### config.mk
export PLATFORM = sky130hd
export DESIGN_NAME = lcd_refresh_ctrl
export DESIGN_NICKNAME = d
export VERILOG_FILES = /design/src/rtl/lcd_pkg.sv /design/src/rtl/lcd_write_strobe.sv /design/src/rtl/lcd_refresh_ctrl.sv
export SDC_FILE = /design/constraint.sdc
export NUM_CORES = 1
export LEC_CHECK = 0
export CORE_MARGIN = 2
export CORE_UTILIZATION = 50
export DETAILED_ROUTE_END_ITERATION = 8
export PLACE_DENSITY_LB_ADDON = 0.15
export SLEW_MARGIN = 0
export SYNTH_ARGS = -nofsm -noshare
export SYNTH_HDL_FRONTEND = slang
export SYNTH_SLANG_ARGS = --single-unit
### constraint.sdc
create_clock -name clk -period 4 [get_ports clk]
set_input_delay 0.8 -clock clk [delete_from_list [all_inputs] [get_ports clk]]
set_output_delay 0.8 -clock clk [all_outputs]
set_load 0.02 [all_outputs]
### src/rtl/lcd_pkg.sv
// Shared constants, state encoding and init-command table for the LCD refresh path.
// Optional feature macro: LCD_CURSOR_BLINK_EN (blinking cursor parked at line 1, column 15).
package lcd_pkg;

   localparam logic [7:0] LCD_CMD_FUNC       = 8'h38;
   localparam logic [7:0] LCD_CMD_DISP_ON    = 8'h0C;
   localparam logic [7:0] LCD_CMD_DISP_BLINK = 8'h0F;
   localparam logic [7:0] LCD_CMD_CLEAR      = 8'h01;
   localparam logic [7:0] LCD_CMD_ENTRY      = 8'h06;
   localparam logic [7:0] LCD_CMD_LINE1      = 8'h80;
   localparam logic [7:0] LCD_CMD_LINE2      = 8'hC0;

   localparam int LCD_COLS = 16;
   localparam int LCD_ROWS = 2;

   // DDRAM address of the last column on line 1
   localparam logic [7:0] LCD_CMD_PARK = LCD_CMD_LINE1 | 8'(LCD_COLS - 1);

`ifdef LCD_CURSOR_BLINK_EN
   localparam logic [7:0] LCD_DISPCTL = LCD_CMD_DISP_BLINK;
`else
   localparam logic [7:0] LCD_DISPCTL = LCD_CMD_DISP_ON;
`endif

   typedef enum logic [2:0] {
      ST_PWRUP,
      ST_INIT,
      ST_LINE1,
      ST_LINE2,
      ST_PARK
   } lcd_state_e;

   function automatic logic [7:0] init_cmd(input logic [1:0] idx);
      case (idx)
         2'd0:    init_cmd = LCD_CMD_FUNC;
         2'd1:    init_cmd = LCD_DISPCTL;
         2'd2:    init_cmd = LCD_CMD_CLEAR;
         default: init_cmd = LCD_CMD_ENTRY;
      endcase
   endfunction

endpackage

### src/rtl/lcd_write_strobe.sv
// One-byte LCD write engine: latches rs/data on start, then drives setup, enable pulse and hold wait.
// done_o is high in the final cycle of the slot so the next start can follow with no idle cycle.
module lcd_write_strobe
   import lcd_pkg::*;
#(
   parameter int SETUP_CYC      = 2,
   parameter int EN_PULSE_CYC   = 12,
   parameter int WAIT_CYC       = 2500,
   parameter int CLEAR_WAIT_CYC = 82000
) (
   input  logic       clk,
   input  logic       rst_n,
   input  logic       start_i,
   input  logic       rs_i,
   input  logic [7:0] data_i,
   input  logic       long_wait_i,
   output logic       done_o,
   output logic       lcd_rs_o,
   output logic [7:0] lcd_data_o,
   output logic       lcd_en_o
);

   localparam int LEN_N   = SETUP_CYC + EN_PULSE_CYC + WAIT_CYC;
   localparam int LEN_L   = SETUP_CYC + EN_PULSE_CYC + CLEAR_WAIT_CYC;
   localparam int LEN_MAX = (LEN_L > LEN_N) ? LEN_L : LEN_N;
   localparam int CW      = $clog2(LEN_MAX);

   localparam logic [CW-1:0] LAST_N = CW'(LEN_N - 1);
   localparam logic [CW-1:0] LAST_L = CW'(LEN_L - 1);
   localparam logic [CW-1:0] EN_ON  = CW'(SETUP_CYC);
   localparam logic [CW-1:0] EN_OFF = CW'(SETUP_CYC + EN_PULSE_CYC);

   logic          busy_q, busy_d;
   logic          long_q, long_d;
   logic [CW-1:0] cnt_q, cnt_d;
   logic          rs_q, rs_d;
   logic [7:0]    data_q, data_d;
   logic          en_q, en_d;

   assign done_o = busy_q && (cnt_q == (long_q ? LAST_L : LAST_N));

   always_comb begin
      busy_d = busy_q;
      long_d = long_q;
      cnt_d  = cnt_q;
      rs_d   = rs_q;
      data_d = data_q;
      if (start_i) begin
         busy_d = 1'b1;
         long_d = long_wait_i;
         cnt_d  = '0;
         rs_d   = rs_i;
         data_d = data_i;
      end else if (done_o) begin
         busy_d = 1'b0;
         cnt_d  = '0;
      end else if (busy_q) begin
         cnt_d = cnt_q + CW'(1);
      end
      // enable is derived from the next count so lcd_en itself is a plain flop
      en_d = busy_d && (cnt_d >= EN_ON) && (cnt_d < EN_OFF);
   end

   always_ff @(posedge clk or negedge rst_n) begin
      if (!rst_n) begin
         busy_q <= 1'b0;
         long_q <= 1'b0;
         cnt_q  <= '0;
         rs_q   <= 1'b0;
         data_q <= 8'h00;
         en_q   <= 1'b0;
      end else begin
         busy_q <= busy_d;
         long_q <= long_d;
         cnt_q  <= cnt_d;
         rs_q   <= rs_d;
         data_q <= data_d;
         en_q   <= en_d;
      end
   end

   assign lcd_rs_o   = rs_q;
   assign lcd_data_o = data_q;
   assign lcd_en_o   = en_q;

endmodule

### src/rtl/lcd_refresh_ctrl.sv
// Power-up init of a 16x2 HD44780 panel, then endless refresh from the 32-byte character RAM.
// Optional feature macro: LCD_CURSOR_BLINK_EN (blink cursor on, park command after line 2).
module lcd_refresh_ctrl
   import lcd_pkg::*;
#(
   parameter int POWERUP_CYC    = 750000,
   parameter int SETUP_CYC      = 2,
   parameter int EN_PULSE_CYC   = 12,
   parameter int WAIT_CYC       = 2500,
   parameter int CLEAR_WAIT_CYC = 82000
) (
   input  logic       clk,
   input  logic       rst_n,
   output logic [4:0] raddr,
   input  logic [7:0] rdata,
   output logic [7:0] lcd_data,
   output logic       lcd_rs,
   output logic       lcd_rw,
   output logic       lcd_en,
   output logic       lcd_on,
   output logic       frame_done
);

   localparam int            PW       = $clog2(POWERUP_CYC + 1);
   localparam logic [PW-1:0] PWR_LAST = PW'(POWERUP_CYC - 1);
   localparam logic [4:0]    IDX_LAST = 5'(LCD_COLS);

   lcd_state_e    state_q, state_d;
   logic [4:0]    idx_q, idx_d;    // INIT: byte in flight; LINEx: 0 = line command, k = column k-1
   logic          pre_q, pre_d;
   logic [PW-1:0] pwr_q, pwr_d;
   logic [4:0]    raddr_q, raddr_d;
   logic          fdone_q, fdone_d;
   logic          on_q;

   logic       pwr_last, done;
   logic       start, rs, long_wait;
   logic [7:0] data;

   assign pwr_last = (pwr_q == PWR_LAST);

   always_ff @(posedge clk or negedge rst_n) begin
      if (!rst_n) begin
         state_q <= ST_PWRUP;
         idx_q   <= '0;
         pre_q   <= 1'b0;
         pwr_q   <= '0;
      end else begin
         state_q <= state_d;
         idx_q   <= idx_d;
         pre_q   <= pre_d;
         pwr_q   <= pwr_d;
      end
   end

   always_comb begin
      state_d = state_q;
      idx_d   = idx_q;
      pre_d   = 1'b0;
      pwr_d   = pwr_q;
      case (state_q)
         ST_PWRUP: begin
            if (pwr_last) begin
               state_d = ST_INIT;
               idx_d   = '0;
            end else begin
               pwr_d = pwr_q + PW'(1);
            end
         end
         ST_INIT: begin
            if (done) begin
               if (idx_q == 5'd3) begin
                  state_d = ST_LINE1;
                  idx_d   = '0;
               end else begin
                  idx_d = idx_q + 5'd1;
               end
            end
         end
         ST_LINE1, ST_LINE2: begin
            if (done) begin
               if (idx_q != IDX_LAST) begin
                  idx_d = idx_q + 5'd1;
                  pre_d = 1'b1;
               end else begin
                  idx_d = '0;
                  if (state_q == ST_LINE1) state_d = ST_LINE2;
`ifdef LCD_CURSOR_BLINK_EN
                  else state_d = ST_PARK;
`else
                  else state_d = ST_LINE1;
`endif
               end
            end
         end
         ST_PARK: begin
            if (done) begin
               state_d = ST_LINE1;
               idx_d   = '0;
            end
         end
         default: state_d = ST_PWRUP;
      endcase
   end

   always_comb begin
      start   = 1'b0;
      rs      = 1'b0;
      data    = 8'h00;
      raddr_d = raddr_q;
      fdone_d = 1'b0;
      case (state_q)
         ST_PWRUP: begin
            if (pwr_last) begin
               start = 1'b1;
               data  = init_cmd(2'd0);
            end
         end
         ST_INIT: begin
            if (done) begin
               start = 1'b1;
               data  = (idx_q == 5'd3) ? LCD_CMD_LINE1 : init_cmd(idx_q[1:0] + 2'd1);
            end
         end
         ST_LINE1, ST_LINE2: begin
            if (pre_q) begin
               // rdata is only captured by the strobe's data flop, never passed straight out
               start = 1'b1;
               rs    = 1'b1;
               data  = rdata;
            end else if (done) begin
               if (idx_q != IDX_LAST) begin
                  raddr_d = {state_q == ST_LINE2, idx_q[3:0]};
               end else if (state_q == ST_LINE1) begin
                  start = 1'b1;
                  data  = LCD_CMD_LINE2;
               end else begin
                  start = 1'b1;
`ifdef LCD_CURSOR_BLINK_EN
                  data  = LCD_CMD_PARK;
`else
                  data    = LCD_CMD_LINE1;
                  fdone_d = 1'b1;
`endif
               end
            end
         end
         ST_PARK: begin
            if (done) begin
               start   = 1'b1;
               data    = LCD_CMD_LINE1;
               fdone_d = 1'b1;
            end
         end
         default: ;
      endcase
      long_wait = start && !rs && (data == LCD_CMD_CLEAR);
   end

   always_ff @(posedge clk or negedge rst_n) begin
      if (!rst_n) begin
         raddr_q <= '0;
         fdone_q <= 1'b0;
         on_q    <= 1'b0;
      end else begin
         raddr_q <= raddr_d;
         fdone_q <= fdone_d;
         on_q    <= 1'b1;
      end
   end

   lcd_write_strobe #(
      .SETUP_CYC      (SETUP_CYC),
      .EN_PULSE_CYC   (EN_PULSE_CYC),
      .WAIT_CYC       (WAIT_CYC),
      .CLEAR_WAIT_CYC (CLEAR_WAIT_CYC)
   ) u_strobe (
      .clk         (clk),
      .rst_n       (rst_n),
      .start_i     (start),
      .rs_i        (rs),
      .data_i      (data),
      .long_wait_i (long_wait),
      .done_o      (done),
      .lcd_rs_o    (lcd_rs),
      .lcd_data_o  (lcd_data),
      .lcd_en_o    (lcd_en)
   );

   assign raddr      = raddr_q;
   assign lcd_rw     = 1'b0;
   assign lcd_on     = on_q;
   assign frame_done = fdone_q;

endmodule

Word level (Yosys, flattened, before mapping)

Index checks and enable logic that the tools add are counted.

Flip-flop bits (word level): 65
Input port bits: 10
Output and inout port bits: 18
Word-level logic and storage cells: 100

Add/subtract/negate cells: 4
Order comparisons: 2
Equality and inequality tests: 17
Muxes and demuxes: 47
Bitwise logic cells: 2
Reduce and logical (&&, ||, !) cells: 15

Operators with widths:

| cell                                                                           | count |
|---|---|
| 17-bit 2-to-1 mux                                                              | 4 |
| 8-bit 2-to-1 mux                                                               | 6 |
| 8-bit case mux with 4 select lines                                             | 1 |
| 5-bit 2-to-1 mux                                                               | 6 |
| 20-bit by 1-bit adder with 20-bit output (second input constant)               | 1 |
| 20-bit equality test (second input constant)                                   | 1 |
| 5-bit case mux with 4 select lines                                             | 1 |
| 3-bit 2-to-1 mux                                                               | 6 |
| 6-bit case mux with 3 select lines                                             | 1 |
| 17-bit by 1-bit adder with 17-bit output (second input constant)               | 1 |
| 17-bit equality test                                                           | 1 |
| 17-bit by 2-bit >= comparator with 1-bit output (second input constant)        | 1 |
| 17-bit by 4-bit less-than comparator with 1-bit output (second input constant) | 1 |
| 1-bit 2-to-1 mux                                                               | 17 |
| 2-bit inequality test (second input constant)                                  | 6 |
| 3-bit case mux with 4 select lines                                             | 1 |
| 8-bit by 1-bit equality test with 1-bit output (second input constant)         | 1 |
| 7-bit 2-to-1 mux                                                               | 1 |
| 3-bit by 2-bit equality test with 1-bit output (second input constant)         | 2 |
| 6-bit 2-to-1 mux                                                               | 1 |
| 6-bit AND reduction                                                            | 1 |
| 5-bit by 1-bit adder with 5-bit output (second input constant)                 | 1 |
| 5-bit by 2-bit equality test with 1-bit output (second input constant)         | 1 |
| 1-bit logical AND                                                              | 5 |
| other kinds (17)                                                               | 19 |

Longest topological paths before layout

Gate-level depths: netlist (run 1).

Depth after elaboration: 10
Depth in mapped cells: 8
Gate-level depth less buffers: 8

Hierarchy

From an unflattened synthesis (run 1), not the netlist that was laid out.

Cells, all modules: 352
Area total of the unflattened synthesis: 3,495.9 um2

By module, submodules not included:

| module           | times used | cells each | area each (um2) | seq. area each (um2) |
|---|---|---|---|---|
| lcd_refresh_ctrl | 1          | 192        | 1,889.3         | 875.8 |
| lcd_write_strobe | 1          | 160        | 1,606.5         | 725.7 |

Worst setup path after synthesis (run 1)

OpenSTA, ideal clock, no wires.

Kind: flip-flop to flip-flop
From: reg u_strobe.cnt_q[2]
To: reg u_strobe.en_q (netlist: u_strobe.lcd_en_o)
Library setup time: 0.095 ns
Arrival time: 2.799 ns
Required time: 3.905 ns
Path slack: 1.107 ns
Stages on the path, launching flop included: 8
Buffers on the path: 1
Period minus slack after synthesis: 2.893 ns
Cell sequence: dfrtp_1 > buf_6 > or4b_1 > or4_4 > a2111oi_4 > nor3_2 > or4b_1 > a221oi_2

Longest elaborated chain between the ends: 9
Elaborated cells between the ends (all ways): 16
Those cells by class: 1 x add/sub; 2 x order compare; 1 x eq/ne; 9 x mux; 3 x reduce/logical

RTL lines:

| what                                                                                             | line                   | source |
|---|---|---|
| start, declared                                                                                  | lcd_write_strobe.sv:35 | `logic [CW-1:0] cnt_q, cnt_d;` |
| start signal, assigned                                                                           | lcd_write_strobe.sv:75 | `cnt_q <= cnt_d;` |
| parallel branches: the longest is 5 deep, another holds 17-bit by 1-bit adder with 17-bit output | --                     |  |
| 17-bit 2-to-1 mux (*)                                                                            | lcd_write_strobe.sv:48 | `if (start_i) begin` |
| via u_strobe.cnt_d[3]                                                                            | lcd_write_strobe.sv:35 |  |
| 17-bit by 2-bit >= comparator with 1-bit output                                                  | lcd_write_strobe.sv:61 | `en_d = busy_d && (cnt_d >= EN_ON) && (cnt_d < EN_OFF);` |
| 1-bit logical AND                                                                                | lcd_write_strobe.sv:61 |  |
| 1-bit logical AND (*)                                                                            | lcd_write_strobe.sv:61 |  |
| via u_strobe.en_d                                                                                | lcd_write_strobe.sv:38 | `logic en_q, en_d;` |
| end signal, assigned                                                                             | lcd_write_strobe.sv:78 | `en_q <= en_d;` |
| end, declared                                                                                    | lcd_write_strobe.sv:38 |  |

Mark *: on every way through the listed nets, which the timed path passes.
A chain may end at the register's enable or synchronous reset.

Final worst setup path (run 1)

Ends and elaborated chain as after synthesis.

==> results.py, run 1 <==
metrics = {
    "status": {
        "outcome": "complete, no violations",
    },
    "synthesis": {
        "async_flop_share_pct": 100,
        "yosysSeqAreaShare_pct": 46.7,
        "synth-edff-count": 0,
        "avgSynthCellArea_um2": 9.62,
        "synth_fp_nets": 374,
        "synth-seq-cells": 64,
        "synth_warnings": 0,
        "ys_types": 57,
        "syn_inst": 356,
        "syn_area_um2": 3430,
        "synth_ff_type": "dfrtp_1",
    },
    "drt": {
        "viasPerCell": 5.61,
        "drt_iter0_markers": 120,
        "first_pass_iters": 4,
        "wl_per_cell_um": 15.1,
        "drc_errors": 0,
        "drtAntennaViolNets": 0,
        "drt-total-wl_um": 7100,
        "vias": 2632,
    },
    "global_route": {
        "gr-total-overflow": 0,
        "grt_pass1_wl_um": 12600,
        "antenna_found_initial": 0,
        "grt_use_total_pct": 21.6,
        "grt_start_max_net_pins": 44,
        "grt_pass1_vias": 2630,
    },
    "setup_path": {
        "crit_buf_inv": 0,
        "critical_path_required_ns": 4.25,
        "cpMostUsedCell": "or4b_1",
        "crit_chain": "or4b_1, or4_4, a2111oi_4, nor3_2, or4b_1, a221oi_2",
        "reg2reg_depth": 6,
        "cp_data_arrival_time_ns": 3.26,
        "cp.depth": 6,
        "slowest_stage": "or4b_1",
        "crit_fanout": 10,
        "cp_slowest_stage_delay_ns": 0.54,
        "endpoint_kind": "flip-flop",
        "critPathKind": "reg2reg",
        "worst_setup_path_start_kind": "flip-flop",
        "cp_top_family": "simple AND/OR/NAND/NOR gates",
    },
    "die": {
        "rows": 30,
        "die_y_um": 86.8,
        "core_area_um2": 6720,
        "die_w_um": 86.8,
        "num_io_pins": 28,
        "die_area_um2": 7530,
        "initial_core_util_pct": 51.0,
    },
    "final_layout": {
        "area_delta_synth_final_pct": 15.7,
        "layout_common_cells": "dfrtp_1 (64), nand2_1 (46), nor2_1 (35)",
        "n_antenna_cell": 0,
        "drive_gt1_share_pct": 7.97,
        "final_nets": 402,
        "fin_cells": 469,
        "layout_commonest_cell": "dfrtp_1",
        "multi_input_area_um2": 1720,
        "fillers": 576,
        "area.sequential_um2": 1600,
    },
    "worst_hold_path": {
        "hold_class": "reg2reg",
        "hold_path_depth": 1,
    },
    "cts": {
        "clk_latency_ns": 0.34,
        "cts_tree": "built",
        "cts-buffers-inserted": 9,
        "cts_num_sinks": 64,
        "cts_root_buf": "clkbuf_8",
        "cts_buffer_depth": 2,
        "htree_levels": 3,
        "cts_resized": 0,
        "holdBufCountCts": 0,
        "cts_setup_buffers": 0,
        "clk_pin_slew_ns": 0.07,
    },
    "sta": {
        "slew_headroom_pct": 35.7,
        "finalSetupViolations": 0,
        "rsz0062_at_grt": "no",
        "fmax_mhz": 332,
        "final_max_slew_viol_count": 0,
        "setup-tns-final_ns": 0,
        "finalClockSkew_ns": 0.00732,
        "period_share_pct": 75.3,
        "worstMarginPinSlew_ns": 0.965,
        "setup_slack_ns": 0.988,
        "min_period_ns": 3.01,
        "whs_ns": 0.464,
        "hold_viol": 0,
    },
    "placement": {
        "io_buffers": 26,
        "place_ws_ns": 1.02,
        "place.gp.congestion": 0.903,
        "dp_hpwl_um": 5150,
        "placed_cells": 453,
    },
    "pwr": {
        "total_power_uw": 1280,
        "power.leakage_uw": 0.00171,
        "max-vdd-ir-drop_mv": 0.193,
        "p_per_area_nw_per_um2": 323,
    },
    "job": {
        "timing.max_cap.violations": 0,
    },
}
## sequential cells by signal, indices dropped and copies added (netlist names)
| register | flops |
|---|---|
| u_strobe.long_q | 1 |
| u_strobe.lcd_data_o | 8 |
| raddr | 5 |
| pre_q | 1 |
| pwr_q | 20 |
| idx_q | 5 |
| u_strobe.lcd_rs_o | 1 |
| lcd_on | 1 |
| u_strobe.cnt_q | 17 |
| state_q | 2 |
| u_strobe.busy_q | 1 |
| frame_done | 1 |
| u_strobe.lcd_en_o | 1 |
## cells in the mapped netlist (4+ instances only)
cell type,instances,area share [%]
dfrtp_1,64,47
nand2_1,46,5.0
nor2_1,35,3.8
xnor2_1,27,6.9
nand3_1,17,2.5
xor2_1,12,3.1
inv_1,11,1.2
clkbuf_1,10,1.1
a21oi_1,9,1.3
and2_1,9,1.6
ha_1,8,2.9
nand4_1,8,1.5
nor3_1,8,1.2
o21ai_1,8,1.2
and3_1,6,1.1
o21ai_0,6,0.88
or3_1,5,0.91
mux2_1,4,1.3
nor4_1,4,0.73
## per-stage QoR
step	util, %	cell area (um2)
floorplan	-	3430
global placement	55.8	3750
detailed placement	55.8	3750
CTS	59.0	3970
global route	59.0	3970
finish	59.0	3970
## power breakdown
part / total (uW) / internal, uW / leakage, uW / switching (uW)
registers: 647 / 647 / 0.000841 / 0.101
clock network: 609 / 356 / 0.000113 / 253
logic: 24.8 / 9.33 / 0.000751 / 15.5
total: 1280 / 1010 / 0.00171 / 269
## cell type report
class,instances,area share [%]
clock buffer,14,4.61
multi-input combinational,268,43.5
clock inverter,2,0.884
inverter,12,1.14
timing repair buffer,29,7.01
tap,80,2.52
sequential,64,40.4
## kinds of logic after synthesis
kind of cell,after synthesis,synth area share [%]
other cells,2,0.219
mux,8,2.52
flops,64,46.7
xor+xnor,39,9.97
compound gates,50,10.6
simple gates,161,24.1
fa+ha+maj,8,2.92
buf+inv,24,2.96
## final timing paths
check / from / to / slack, ns
max in group asynchronous: rst_n / pwr_q[4] / 2.64
hold reg to reg: pwr_q[19] / pwr_q[19] / 0.46
min in group asynchronous: rst_n / u_strobe.lcd_data_o[0] / 0.61
setup reg to reg: u_strobe.cnt_q[2] / u_strobe.lcd_en_o / 0.99
setup / recovery: u_strobe.cnt_q[2] / u_strobe.lcd_en_o / 0.99
hold / removal: pwr_q[19] / pwr_q[19] / 0.46
## layer usage
layer	up-vias	GRT usage (%)	routed length (um)
met4	0	7.53	94
met1	1262	29.9	3430
met5	-	0	0
li1	1304	-	-
met2	58	33.7	3270
met3	8	4.76	306
Note: power is estimated with default switching activity, not from simulation.
==> run 2: changes to the inputs <==
==> constraint.sdc (replaced) <==
create_clock -name clk -period 3.1 [get_ports clk]
set_input_delay 0.62 -clock clk [delete_from_list [all_inputs] [get_ports clk]]
set_output_delay 0.62 -clock clk [all_outputs]
set_load 0.02 [all_outputs]
==> run 2 against run 1 <==
Compared with the run above:
- final area up 0.85%
- die area unchanged
- combinational power up 31%
- first-iteration DRC count up 57%
- core utilization up 0.50 points
- register-to-register slack worse by 0.86 ns
- largest cell class unchanged
- highest routed layer unchanged
==> results.py, run 2 (same netlist as run 1, synthesis figures left out) <==
metrics = {
    "status": {
        "outcome": "complete, no violations",
    },
    "sta": {
        "final_max_slew_viol_count": 0,
        "hold_viol": 0,
        "finalClockSkew_ns": 0.00719,
        "finalSetupViolations": 0,
        "rsz0062_at_grt": "no",
        "slew_headroom_pct": 40.7,
        "fmax_mhz": 336,
        "period_share_pct": 96.0,
        "setup-tns-final_ns": 0,
        "worstMarginPinSlew_ns": 0.890,
        "min_period_ns": 2.98,
    },
    "global_route": {
        "grt_pass1_wl_um": 12300,
        "gr-total-overflow": 0,
        "grt_use_total_pct": 21.2,
        "grt_pass1_vias": 2595,
        "grt_start_max_net_pins": 35,
        "antenna_found_initial": 0,
    },
    "setup_path": {
        "worst_setup_path_start_kind": "flip-flop",
        "cp_data_arrival_time_ns": 3.22,
        "crit_chain": "or4b_1, or4_4, a2111oi_4, nor3_2, or4b_1, a221oi_2",
        "endpoint_kind": "flip-flop",
        "rr_endpoint": "u_strobe.lcd_en_o",
        "crit_buf_inv": 0,
        "reg2reg_depth": 6,
        "r2r-start": "u_strobe.cnt_q[16]",
        "r2r_slack_ns": 0.12,
        "cp_top_family": "simple AND/OR/NAND/NOR gates",
        "slowest_stage": "or4b_1",
        "critPathKind": "reg2reg",
        "crit_fanout": 6,
        "cpMostUsedCell": "or4b_1",
        "cp_slowest_stage_delay_ns": 0.56,
        "critical_path_required_ns": 3.34,
    },
    "cts": {
        "cts_num_sinks": 64,
        "cts_tree": "built",
        "cts_setup_buffers": 0,
        "holdBufCountCts": 0,
        "cts_buffer_depth": 2,
        "cts_root_buf": "clkbuf_8",
        "htree_levels": 3,
        "cts_resized": 0,
        "clk_latency_ns": 0.34,
        "cts-buffers-inserted": 9,
        "clk_pin_slew_ns": 0.07,
    },
    "drt": {
        "drc_errors": 0,
        "vias": 2642,
        "viasPerCell": 5.57,
        "first_pass_iters": 4,
        "drt-total-wl_um": 7170,
        "drt_iter0_markers": 188,
        "wl_per_cell_um": 15.1,
        "drtAntennaViolNets": 0,
    },
    "worst_hold_path": {
        "hold_class": "in2async",
    },
    "die": {
        "die_area_um2": 7530,
        "num_io_pins": 28,
        "die_y_um": 86.8,
        "rows": 30,
        "core_area_um2": 6720,
        "initial_core_util_pct": 51.0,
        "die_w_um": 86.8,
    },
    "final_layout": {
        "largest-register": "pwr_q",
        "layout_common_cells": "dfrtp_1 (64), nand2_1 (46), nor2_1 (35)",
        "final_nets": 407,
        "post-route-util_pct": 59.5,
        "layout_commonest_cell": "dfrtp_1",
        "fillers": 592,
        "drive_gt1_share_pct": 8.63,
        "area_delta_synth_final_pct": 16.7,
        "n_antenna_cell": 0,
        "largest_reg_flops": 20,
    },
    "placement": {
        "io_buffers": 26,
        "place.gp.congestion": 0.881,
        "dp_hpwl_um": 5270,
    },
    "pwr": {
        "max-vdd-ir-drop_mv": 0.285,
        "p_sw_uw": 337,
        "p_clk_share_pct": 47.7,
        "seqPwrFrac_pct": 50.4,
        "power.leakage_uw": 0.00173,
        "p_per_area_nw_per_um2": 415,
        "p_sw_share_pct": 20.3,
        "p_int_uw": 1320,
        "combPwrFrac_pct": 2.0,
    },
    "job": {
        "timing.max_cap.violations": 0,
    },
}
[run 2: changes by cell type in the layout (fill, tap and decap cells not counted)]
cell / previous run / this run
buf_4: 3 / 8
clkbuf_8: 13 / 10
clkbuf_1: 1 / 3
bufinv_16: 1 / 2
[run 2: final cells by class]
cell class                      count  area [um2]  area share (%)
Clock buffer                       13         149            3.72
Timing Repair Buffer               34         315            7.88
Multi-Input combinational cell    268        1720            43.1
Clock inverter                      3        65.1            1.63
Inverter                           12        45.0            1.13
Tap cell                           80         100            2.50
Sequential cell                    64        1600            40.1
[run 2: power groups by stage]
| stage | Clock [uW] | Sequential (uW) | Combinational (uW) |
|---|---|---|---|
| 2_1_floorplan | 0 | 853 | 2.21 |
| 3_3_place_gp | 0 | 851 | 33.6 |
| 3_5_place_dp | 0 | 851 | 34.1 |
| 4_1_cts | 805 | 836 | 34.1 |
| 5_1_grt | 839 | 835 | 37.3 |
| 6_report | 791 | 836 | 32.5 |
[run 2: worst max-delay path by stage]
| stage | start | end | cells past startpoint |
|---|---|---|---|
| detailed placement | u_strobe.cnt_q[16] | u_strobe.lcd_en_o | 6 |
| finish | u_strobe.cnt_q[16] | u_strobe.lcd_en_o | 6 |
| floorplan | u_strobe.cnt_q[2] | u_strobe.lcd_en_o | 7 |
| CTS | u_strobe.cnt_q[16] | u_strobe.lcd_en_o | 6 |
| global route | u_strobe.cnt_q[16] | u_strobe.lcd_en_o | 6 |
| global placement | u_strobe.cnt_q[16] | u_strobe.lcd_en_o | 6 |
[run 2: per-layer routing]
| metal | share of wire (%) | vias up | track usage, % |
|---|---|---|---|
| met2 | 47 | 45 | 33.1 |
| met4 | 1.6 | 0 | 9.38 |
| met5 | 0 | - | 0 |
| met1 | 48 | 1277 | 28.5 |
| li1 | - | 1307 | - |
| met3 | 3.2 | 13 | 4.38 |
[run 2: per-stage QoR]
| step | area [um2] | hold WS [ns] | power (uW) | setup WS, ns | std cells |
|---|---|---|---|---|---|
| floorplan | 3430 | 0.324 | 855 | 0.207 | 356 |
| global placement | 3780 | 0.454 | 885 | 0.253 | 458 |
| detailed placement | 3780 | 0.459 | 886 | 0.143 | 458 |
| CTS | 4000 | 0.383 | 1670 | 0.134 | 474 |
| global route | 4000 | 0.413 | 1710 | 0.0122 | 474 |
| finish | 4000 | 0.346 | 1660 | 0.123 | 474 |
[run 2: worst register-to-register path: stages, from the launching register on]
cell       delay (ns)
dfrtp_1          0.44
or4b_1           0.51
or4_4            0.53
a2111oi_4        0.43
nor3_2           0.11
or4b_1           0.56
a221oi_2         0.30
==> run 3: changes to the inputs <==
--- a/config.mk
+++ b/config.mk
@@ -8,7 +8,9 @@
 export CORE_MARGIN = 2
 export CORE_UTILIZATION = 50
 export DETAILED_ROUTE_END_ITERATION = 8
-export PLACE_DENSITY_LB_ADDON = 0.15
+export MAX_ROUTING_LAYER = met4
+export PLACE_DENSITY = 0.7
+export REMOVE_ABC_BUFFERS = 1
 export SLEW_MARGIN = 0
 export SYNTH_ARGS = -nofsm -noshare
 export SYNTH_HDL_FRONTEND = slang
==> run 3 against run 2 <==
Compared with the run above:
- first-iteration DRC count fell by 13%
- global-route usage rose by 1.0 points
- die area did not move
- sequential power barely moved
- sequential share of layout area rose by 0.57 points
- sequential cell count did not move
- count of clock-buffer cells in the layout fell by 1
- critical path type unchanged
- largest cell class unchanged
- largest power group unchanged
==> results.py, run 3 (same netlist as run 1, synthesis figures left out) <==
metrics = {
    "drt": {
        "drc_errors": 0,
        "vias": 2673,
        "first_pass_iters": 4,
        "drt_iter0_markers": 163,
        "wl_per_cell_um": 15.2,
        "drt-total-wl_um": 7180,
        "drtAntennaViolNets": 0,
        "viasPerCell": 5.65,
    },
    "final_layout": {
        "largest-register": "pwr_q",
        "largest_reg_flops": 20,
        "area_delta_synth_final_pct": 15.1,
        "post-route-util_pct": 58.7,
        "final_nets": 406,
        "drive_gt1_share_pct": 8.65,
        "layout_commonest_cell": "dfrtp_1",
        "layout_common_cells": "dfrtp_1 (64), nand2_1 (46), nor2_1 (35)",
        "n_antenna_cell": 0,
    },
    "cts": {
        "cts_num_sinks": 64,
        "holdBufCountCts": 0,
        "clk_latency_ns": 0.34,
        "htree_levels": 3,
        "clk_pin_slew_ns": 0.07,
        "cts_tree": "built",
        "cts_resized": 0,
        "cts_setup_buffers": 0,
        "cts_root_buf": "clkbuf_8",
        "cts-buffers-inserted": 9,
        "cts_buffer_depth": 2,
    },
    "pwr": {
        "combPwrFrac_pct": 2.1,
        "seqPwrFrac_pct": 56.0,
        "p_int_uw": 1150,
        "p_per_area_nw_per_um2": 379,
        "p_clk_share_pct": 41.9,
        "p_sw_uw": 338,
        "power.leakage_uw": 0.00170,
        "max-vdd-ir-drop_mv": 0.220,
        "p_sw_share_pct": 22.6,
    },
    "placement": {
        "place_ws_ns": 0.190,
        "dp_hpwl_um": 5330,
        "io_buffers": 26,
        "place.gp.congestion": 0.935,
    },
    "sta": {
        "setup_slack_ns": 0.151,
        "min_period_ns": 2.95,
        "fmax_mhz": 339,
        "worstMarginPinSlew_ns": 0.861,
        "slew_headroom_pct": 42.6,
        "period_share_pct": 95.1,
        "hold_viol": 0,
        "final_max_slew_viol_count": 0,
        "finalClockSkew_ns": 0.00811,
        "whs_ns": 0.328,
        "setup-tns-final_ns": 0,
        "finalSetupViolations": 0,
        "rsz0062_at_grt": "no",
    },
    "die": {
        "die_w_um": 86.8,
        "num_io_pins": 28,
        "die_y_um": 86.8,
        "initial_core_util_pct": 51.0,
        "die_area_um2": 7530,
        "core_area_um2": 6720,
        "rows": 30,
    },
    "setup_path": {
        "crit_fanout": 6,
        "cp_top_family": "simple AND/OR/NAND/NOR gates",
        "worstSetupStartpoint": "u_strobe.cnt_q[16]",
        "critical_path_required_ns": 3.35,
        "cpMostUsedCell": "or4b_1",
        "cp_slowest_stage_delay_ns": 0.53,
        "endpoint_kind": "flip-flop",
        "crit_buf_inv": 0,
        "cp_data_arrival_time_ns": 3.20,
        "critPathKind": "reg2reg",
        "crit_chain": "or4b_1, or4_4, a2111oi_4, nor3_2, or4b_1, a221oi_2",
        "r2r-start": "u_strobe.cnt_q[16]",
        "worst_setup_path_start_kind": "flip-flop",
        "slowest_stage": "or4_4",
    },
    "global_route": {
        "grt_pass1_wl_um": 12900,
        "grt_pass1_vias": 2761,
        "gr-total-overflow": 0,
        "antenna_found_initial": 0,
        "grt_start_max_net_pins": 34,
        "grt_use_total_pct": 22.2,
    },
    "worst_hold_path": {
        "hold_class": "in2async",
    },
    "job": {
        "timing.max_cap.violations": 0,
    },
    "status": {
        "outcome": "complete, no violations",
    },
}
run 3: layout make-up:
class,instances,area (um2)
fillers,608,2780
multi-input cells,268,1720
flip-flops and latches,64,1600
repair buffers,33,308
clock buffers,12,145
well taps,80,100
inverters,12,45.0
clock inverters,4,20.0
run 3: worst paths after layout:
kind                                          end  slack [ns]  cells past startpoint
max                             u_strobe.lcd_en_o        0.15                      6
min                        u_strobe.lcd_data_o[5]        0.33                      1
max reg2reg                     u_strobe.lcd_en_o        0.15                      6
min reg2reg                u_strobe.lcd_data_o[1]        0.47                      2
max in group asynchronous                pwr_q[0]        2.03                      2
min in group clk           u_strobe.lcd_data_o[1]        0.47                      2
run 3: layer usage:
| layer | global-route usage, % | share of wire [%] | vias up |
|---|---|---|---|
| li1 | - | - | 1296 |
| met1 | 29.7 | 47 | 1287 |
| met2 | 32.8 | 47 | 78 |
| met3 | 5.43 | 5.0 | 12 |
| met4 | 8.52 | 1.1 | 0 |
| met5 | - | 0 | - |
run 3: per-stage QoR:
stage | total power, uW | area (um2) | std cells
6_report | 1490 | 3940 | 473
5_1_grt | 1550 | 3940 | 473
4_1_cts | 1510 | 3940 | 473
3_5_place_dp | 885 | 3780 | 457
3_3_place_gp | 885 | 3780 | 457
2_1_floorplan | 854 | 3370 | 344
run 3: worst reg2reg max path: stages, from the launching register on:
cell and delay (ns):
dfrtp_1 0.44, or4b_1 0.51, or4_4 0.53, a2111oi_4 0.44, nor3_2 0.11, or4b_1 0.53
a221oi_2 0.28
run 3: power groups by stage:
stage               sequential [uW]  clock, uW  combinational (uW)
finish                          836        625                31.9
global route                    835        675                36.9
CTS                             836        640                33.7
detailed placement              851          0                33.8
global placement                851          0                33.1
floorplan                       853          0                1.24
